File: src/rtl/enode_net_port.sv
// rtl/enode_net_port.sv - E-node operand network port: TX result FIFO/serialiser and RX RS writer
// Optional RX skid register: define OPNET_RX_SKID_EN.
module enode_net_port #(
    parameter int RES_FIFO_DEPTH = 4,
    parameter int NODE_ID        = 0,
    parameter int OPERAND_W      = 64,
    parameter int INSTR_W        = 7
) (
    input  logic                      clk,
    input  logic                      rst_n,
    input  logic                      flush_i,
    input  logic                      res_valid_i,
    output logic                      res_ready_o,
    input  logic [OPERAND_W-1:0]      res_operand_i,
    input  logic [1:0]                res_tgt_valid_i,
    input  logic [1:0][INSTR_W-1:0]   res_tgt_instr_i,
    input  logic [1:0][1:0]           res_tgt_slot_i,
    output logic [OPERAND_W-1:0]      net_operand_o,
    output logic [INSTR_W-1:0]        net_dest_instr_o,
    output logic [1:0]                net_dest_slot_o,
    output logic                      net_req_o,
    input  logic                      net_ack_i,
    input  logic [OPERAND_W-1:0]      net_operand_i,
    input  logic [INSTR_W-1:0]        net_dest_instr_i,
    input  logic [1:0]                net_dest_slot_i,
    input  logic                      net_req_i,
    output logic                      net_ack_o,
    output logic                      rs_wr_en_o,
    output logic [INSTR_W-1:0]        rs_wr_instr_o,
    output logic [1:0]                rs_wr_slot_o,
    output logic [OPERAND_W-1:0]      rs_wr_operand_o,
    input  logic                      rs_wr_ready_i,
    output logic                      err_slot_o
);
    localparam int PTR_W = (RES_FIFO_DEPTH > 1) ? $clog2(RES_FIFO_DEPTH) : 1;
    localparam int CNT_W = PTR_W + 1;

    typedef struct packed {
        logic [OPERAND_W-1:0]    operand;
        logic [1:0]              tv;
        logic [1:0][INSTR_W-1:0] instr;
        logic [1:0][1:0]         slot;
    } res_entry_t;

    typedef enum logic {T0, T1} tgt_sel_e;

    res_entry_t fifo_q [RES_FIFO_DEPTH];
    res_entry_t fifo_d [RES_FIFO_DEPTH];
    logic [PTR_W-1:0] wr_ptr_q, wr_ptr_d, rd_ptr_q, rd_ptr_d;
    logic [CNT_W-1:0] count_q, count_d;
    tgt_sel_e         tgt_sel_q, tgt_sel_d;
    logic             err_slot_q, err_slot_d;
    logic             run_q;

    res_entry_t head;
    logic       sel_idx, fifo_empty, cur_tv, tx_inject, tx_bad, tx_adv, push, pop;
    logic       rx_bad, rx_err;

`ifdef OPNET_RX_SKID_EN
    logic                 skid_full_q, skid_full_d;
    logic [OPERAND_W-1:0] skid_operand_q, skid_operand_d;
    logic [INSTR_W-1:0]   skid_instr_q, skid_instr_d;
    logic [1:0]           skid_slot_q, skid_slot_d;
    logic                 rx_fill, rx_drain;
`endif

    always_comb begin
        head       = fifo_q[rd_ptr_q];
        sel_idx    = (tgt_sel_q == T1);
        fifo_empty = (count_q == '0);
        cur_tv     = head.tv[sel_idx];
        tx_inject  = !fifo_empty && cur_tv && (head.slot[sel_idx] != 2'd3);
        tx_bad     = !fifo_empty && cur_tv && (head.slot[sel_idx] == 2'd3);
        net_req_o  = tx_inject && !flush_i;
        // Skipped targets advance without waiting on the network.
        tx_adv     = !fifo_empty && !flush_i && (!tx_inject || net_ack_i);
        pop        = tx_adv && sel_idx;

        net_operand_o    = net_req_o ? head.operand        : '0;
        net_dest_instr_o = net_req_o ? head.instr[sel_idx] : '0;
        net_dest_slot_o  = net_req_o ? head.slot[sel_idx]  : '0;

        res_ready_o = (count_q != CNT_W'(RES_FIFO_DEPTH)) && !flush_i;
        push        = res_valid_i && res_ready_o;

        fifo_d = fifo_q;
        if (push) begin
            fifo_d[wr_ptr_q] = '{operand: res_operand_i, tv: res_tgt_valid_i,
                                 instr: res_tgt_instr_i, slot: res_tgt_slot_i};
        end
        wr_ptr_d  = wr_ptr_q + PTR_W'(push);
        rd_ptr_d  = rd_ptr_q + PTR_W'(pop);
        count_d   = count_q + CNT_W'(push) - CNT_W'(pop);
        tgt_sel_d = tx_adv ? (sel_idx ? T0 : T1) : tgt_sel_q;
        if (flush_i) begin
            wr_ptr_d  = '0;
            rd_ptr_d  = '0;
            count_d   = '0;
            tgt_sel_d = T0;
        end

        rx_bad = (net_dest_slot_i == 2'd3);
`ifdef OPNET_RX_SKID_EN
        // Accept into a full skid only when it drains in the same cycle.
        net_ack_o       = run_q && net_req_i && (flush_i || !skid_full_q || rs_wr_ready_i);
        rx_fill         = net_ack_o && !rx_bad && !flush_i;
        rs_wr_en_o      = skid_full_q && !flush_i;
        rx_drain        = rs_wr_en_o && rs_wr_ready_i;
        skid_full_d     = !flush_i && (rx_fill || (skid_full_q && !rx_drain));
        skid_operand_d  = rx_fill ? net_operand_i    : skid_operand_q;
        skid_instr_d    = rx_fill ? net_dest_instr_i : skid_instr_q;
        skid_slot_d     = rx_fill ? net_dest_slot_i  : skid_slot_q;
        rs_wr_instr_o   = skid_instr_q;
        rs_wr_slot_o    = skid_slot_q;
        rs_wr_operand_o = skid_operand_q;
`else
        net_ack_o       = run_q && net_req_i && (flush_i || rx_bad || rs_wr_ready_i);
        rs_wr_en_o      = run_q && net_req_i && rs_wr_ready_i && !rx_bad && !flush_i;
        rs_wr_instr_o   = rs_wr_en_o ? net_dest_instr_i : '0;
        rs_wr_slot_o    = rs_wr_en_o ? net_dest_slot_i  : '0;
        rs_wr_operand_o = rs_wr_en_o ? net_operand_i    : '0;
`endif
        rx_err     = net_ack_o && rx_bad;
        err_slot_d = err_slot_q || (tx_bad && tx_adv) || rx_err;
        err_slot_o = err_slot_q;
    end

    // run_q keeps net_ack_o low while in reset, dropping it asynchronously.
    always_ff @(posedge clk or negedge rst_n) begin
        if (!rst_n) begin
            for (int i = 0; i < RES_FIFO_DEPTH; i++) fifo_q[i] <= '0;
            wr_ptr_q   <= '0;
            rd_ptr_q   <= '0;
            count_q    <= '0;
            tgt_sel_q  <= T0;
            err_slot_q <= 1'b0;
            run_q      <= 1'b0;
`ifdef OPNET_RX_SKID_EN
            skid_full_q    <= 1'b0;
            skid_operand_q <= '0;
            skid_instr_q   <= '0;
            skid_slot_q    <= '0;
`endif
        end else begin
            fifo_q     <= fifo_d;
            wr_ptr_q   <= wr_ptr_d;
            rd_ptr_q   <= rd_ptr_d;
            count_q    <= count_d;
            tgt_sel_q  <= tgt_sel_d;
            err_slot_q <= err_slot_d;
            run_q      <= 1'b1;
`ifdef OPNET_RX_SKID_EN
            skid_full_q    <= skid_full_d;
            skid_operand_q <= skid_operand_d;
            skid_instr_q   <= skid_instr_d;
            skid_slot_q    <= skid_slot_d;
`endif
        end
    end

    assert property (@(posedge clk) disable iff (!rst_n) count_q <= CNT_W'(RES_FIFO_DEPTH))
        else $error("enode_net_port %0d: result FIFO count overflow", NODE_ID);

endmodule

File: config.mk
export PLATFORM = sky130hd
export DESIGN_NAME = enode_net_port
export DESIGN_NICKNAME = d
export VERILOG_FILES = /design/src/rtl/enode_net_port.sv
export SDC_FILE = /design/constraint.sdc
export NUM_CORES = 1
export LEC_CHECK = 0
export BUFFER_PORTS_ARGS = -buffer_cell sky130_fd_sc_hd__buf_2
export CORE_MARGIN = 10
export CORE_UTILIZATION = 55
export CTS_CLUSTER_DIAMETER = 100
export DETAILED_ROUTE_END_ITERATION = 6
export GPL_ROUTABILITY_DRIVEN = 1
export GPL_TIMING_DRIVEN = 0
export PLACE_DENSITY = 0.83
export SLEW_MARGIN = 20
export SYNTH_ARGS = -nofsm -noshare
export SYNTH_HDL_FRONTEND = slang
export SYNTH_SLANG_ARGS = --single-unit
File: constraint.sdc
create_clock -name clk -period 3.5 [get_ports clk]
set_input_delay 0.175 -clock clk [delete_from_list [all_inputs] [get_ports clk]]
set_output_delay 0.175 -clock clk [all_outputs]
set_load 0.01 [all_outputs]
==> flow_summary.json <==
{
  "async_flop_share": 1.000,
  "tritoncts": "done",
  "whs_ns": 0.1029,
  "die_w_um": 191.2,
  "synth_nets": 1222,
  "stdcell_count": 1909,
  "path_max_fanout": 10,
  "ys_seq_area_frac": 0.5372,
  "first_pass_iters": 4,
  "nets": 1665,
  "max_freq_ghz": 0.2965,
  "crit_type": "reg2out",
  "numCtsBuffers": 38,
  "tns_ns": 0,
  "slew_headroom": 0.3894,
  "syn_to_final_growth_pct": 26.23,
  "cts.sinks": 346,
  "synth_largest_area_cell": "dfrtp_1",
  "dieArea_mm2": 0.03655,
  "routed_via_density": 5.517,
  "drt_wl_total_um": 42070,
  "avgRoutedWirePerCell_um": 22.04,
  "vias": 10530,
  "fp.dieH_um": 191.2,
  "min_period_over_period": 0.9635,
  "synth.area.top_cells": "dfrtp_1 54%, mux2_2 24%, mux4_2 11%",
  "overflow": 0,
  "ant_nets": 0,
  "grt_pass1_wl_um": 66160,
  "numPortBuffers": 314,
  "fillers": 1874,
  "pin_count": 315,
  "min_period_ns": 3.372,
  "ys_seq_elements": 346,
  "synthCells": 1055,
  "place_congestion": 0.9534,
  "start_kind": "flop",
  "grt_start_max_net_pins": 102,
  "grt.total_usage": 0.2296,
  "p_per_area_mw_per_mm2": 667.5,
  "clock_path_buffers": 3,
  "ys_top_cells_by_count": "346 x dfrtp_1, 340 x mux2_2, 82 x mux4_2, 74 x and2_1, 44 x clkbuf_1",
  "arrival_ns": 3.20,
  "antenna_found_initial": 3,
  "post-place-cells": 1756,
  "drtIter0Drc": 552,
  "setup_viol": 0,
  "ys.flop_type": "dfrtp_1",
  "core.rowCount": 62,
  "core_area_mm2": 0.02878,
  "ys_types": 35,
  "cp.required_ns": 3.32,
  "dp_hpwl_um": 29220,
  "cts_max_level": 2,
  "drive_above_1_share": 0.5594,
  "yosysMostFrequentCell": "dfrtp_1",
  "rsz0062_at_grt": "false",
  "initial_utilization": 0.5600,
  "peakVddDrop_uv": 487.3,
  "power.total_mw": 13.58,
  "cts_root_buffer": "clkbuf_16",
  "skew_ns": 0.01066,
  "placed_cell_area_mm2": 0.01826,
  "p_leak_nw": 9.654,
  "yosysWarnings": 0,
  "rrSetupSlack_ns": 0.43,
  "clock_latency_ns": 0.51,
  "yosys.area.top_type_share": 0.5372,
  "run_status": "complete, no violations",
  "synth_enable_flop_cells": 0,
  "fin_area_mm2": 0.02034,
  "slew_viol_final": 0,
  "route.detailed.drc": 0,
  "grt_pass1_vias": 11570,
  "hold_viol": 0,
  "end_kind": "output port",
  "hold_class": "in2reg",
  "synth_area_mm2": 0.01612,
  "tightest_slew_ns": 0.9159,
  "synth_area_per_cell_um2": 15.28,
  "clk_pin_slew_ns": 0.05,
  "drv_cap": 0
}
## layer usage
metal  share of wire  global-route usage
met1            0.43              0.3025
met2            0.49              0.3788
met3           0.053             0.04719
met4           0.024             0.06550
met5               0                   0
## path summary, 6_finish.rpt
path                             start  cells after the start             endpoint
max                        rd_ptr_q[0]                      9  net_dest_instr_o[6]
min                          net_ack_i                      3          rd_ptr_q[1]
max reg2reg                rd_ptr_q[0]                     12           count_q[2]
min reg2reg                 fifo_q[47]                      1           fifo_q[47]
max in group asynchronous        rst_n                      4           fifo_q[45]
min in group asynchronous        rst_n                      2          fifo_q[250]
## flip-flops by register name (all words and copies together), names as in the netlist
| signal | cells |
|---|---|
| sel_idx | 1 |
| wr_ptr_q | 2 |
| err_slot_o | 1 |
| rd_ptr_q | 2 |
| count_q | 3 |
| run_q | 1 |
| fifo_q | 336 |
## cell usage in the layout (no fill, tap or decap), types with 4 or more instances in the layout
| cell type | instances |
|---|---|
| dfrtp_1 | 346 |
| mux2_2 | 340 |
| buf_2 | 332 |
| dlygate4sd3_1 | 87 |
| mux4_2 | 82 |
| and2_1 | 74 |
| clkbuf_1 | 54 |
| clkbuf_16 | 41 |
| nor2b_1 | 39 |
| nor2b_2 | 30 |
| nor2_1 | 20 |
| mux2i_1 | 12 |
| buf_6 | 8 |
| clkbuf_8 | 7 |
| inv_1 | 5 |
| buf_1 | 4 |
## through the flow
| step | util | worst slack (ns) |
|---|---|---|
| after global routing | 0.7069 | 0.01193 |
| after floorplan | - | 0.6487 |
| after detailed placement | 0.6345 | 0.2899 |
| after global placement | 0.6313 | -4.222 |
| after CTS | 0.7065 | 0.01880 |
| final | 0.7069 | 0.1278 |
## critical path, stage by stage, from the launching register on
cell     delay [ns]
dfrtp_1        0.34
buf_6          0.16
mux4_2         0.53
mux2i_2        0.22
nor2_1         0.14
or4_4          0.57
buf_6          0.21
buf_6          0.17
nor2_1         0.17
buf_2          0.18
## cell type report
type                       count  area (µm²)  area share
multi-input combinational    629        7089      0.3485
clock inverter                 4       22.52    0.001107
buffer                        74       364.1     0.01790
timing repair buffer         404        2535      0.1246
tap                          384       480.5     0.02362
clock buffer                  61        1171     0.05756
antenna                        2       5.005   0.0002460
sequential                   346        8658      0.4256
inverter                       5       18.77   0.0009225
## power by group
part	internal (mW)	leakage (nW)	total, mW	switching (mW)
clock	2.28	0.583	3.78	1.50
sequential	5.39	4.41	6.09	0.699
combinational	2.34	4.66	3.71	1.38
total	10.0	9.65	13.6	3.58
## timing repair
item                       in CTS  in global routing
resized for setup               3                  4
setup endpoints to repair      33                 40
hold endpoints to repair      402                  0
hold buffers                   87                  0
buffers inserted                0                  0
## logic make-up after synthesis
kind of cell | Yosys count | synth area share
buffers and inverters | 80 | 0.02337
AOI/OAI and AO/OA | 9 | 0.004037
xor gates and xnor gates | 3 | 0.001631
other | 1 | 0.0002327
adders and majority gates | 3 | 0.002795
muxes | 435 | 0.3602
and+or+nand+nor | 178 | 0.07049
DFF | 346 | 0.5372
Power figures use the tool's default switching activity.
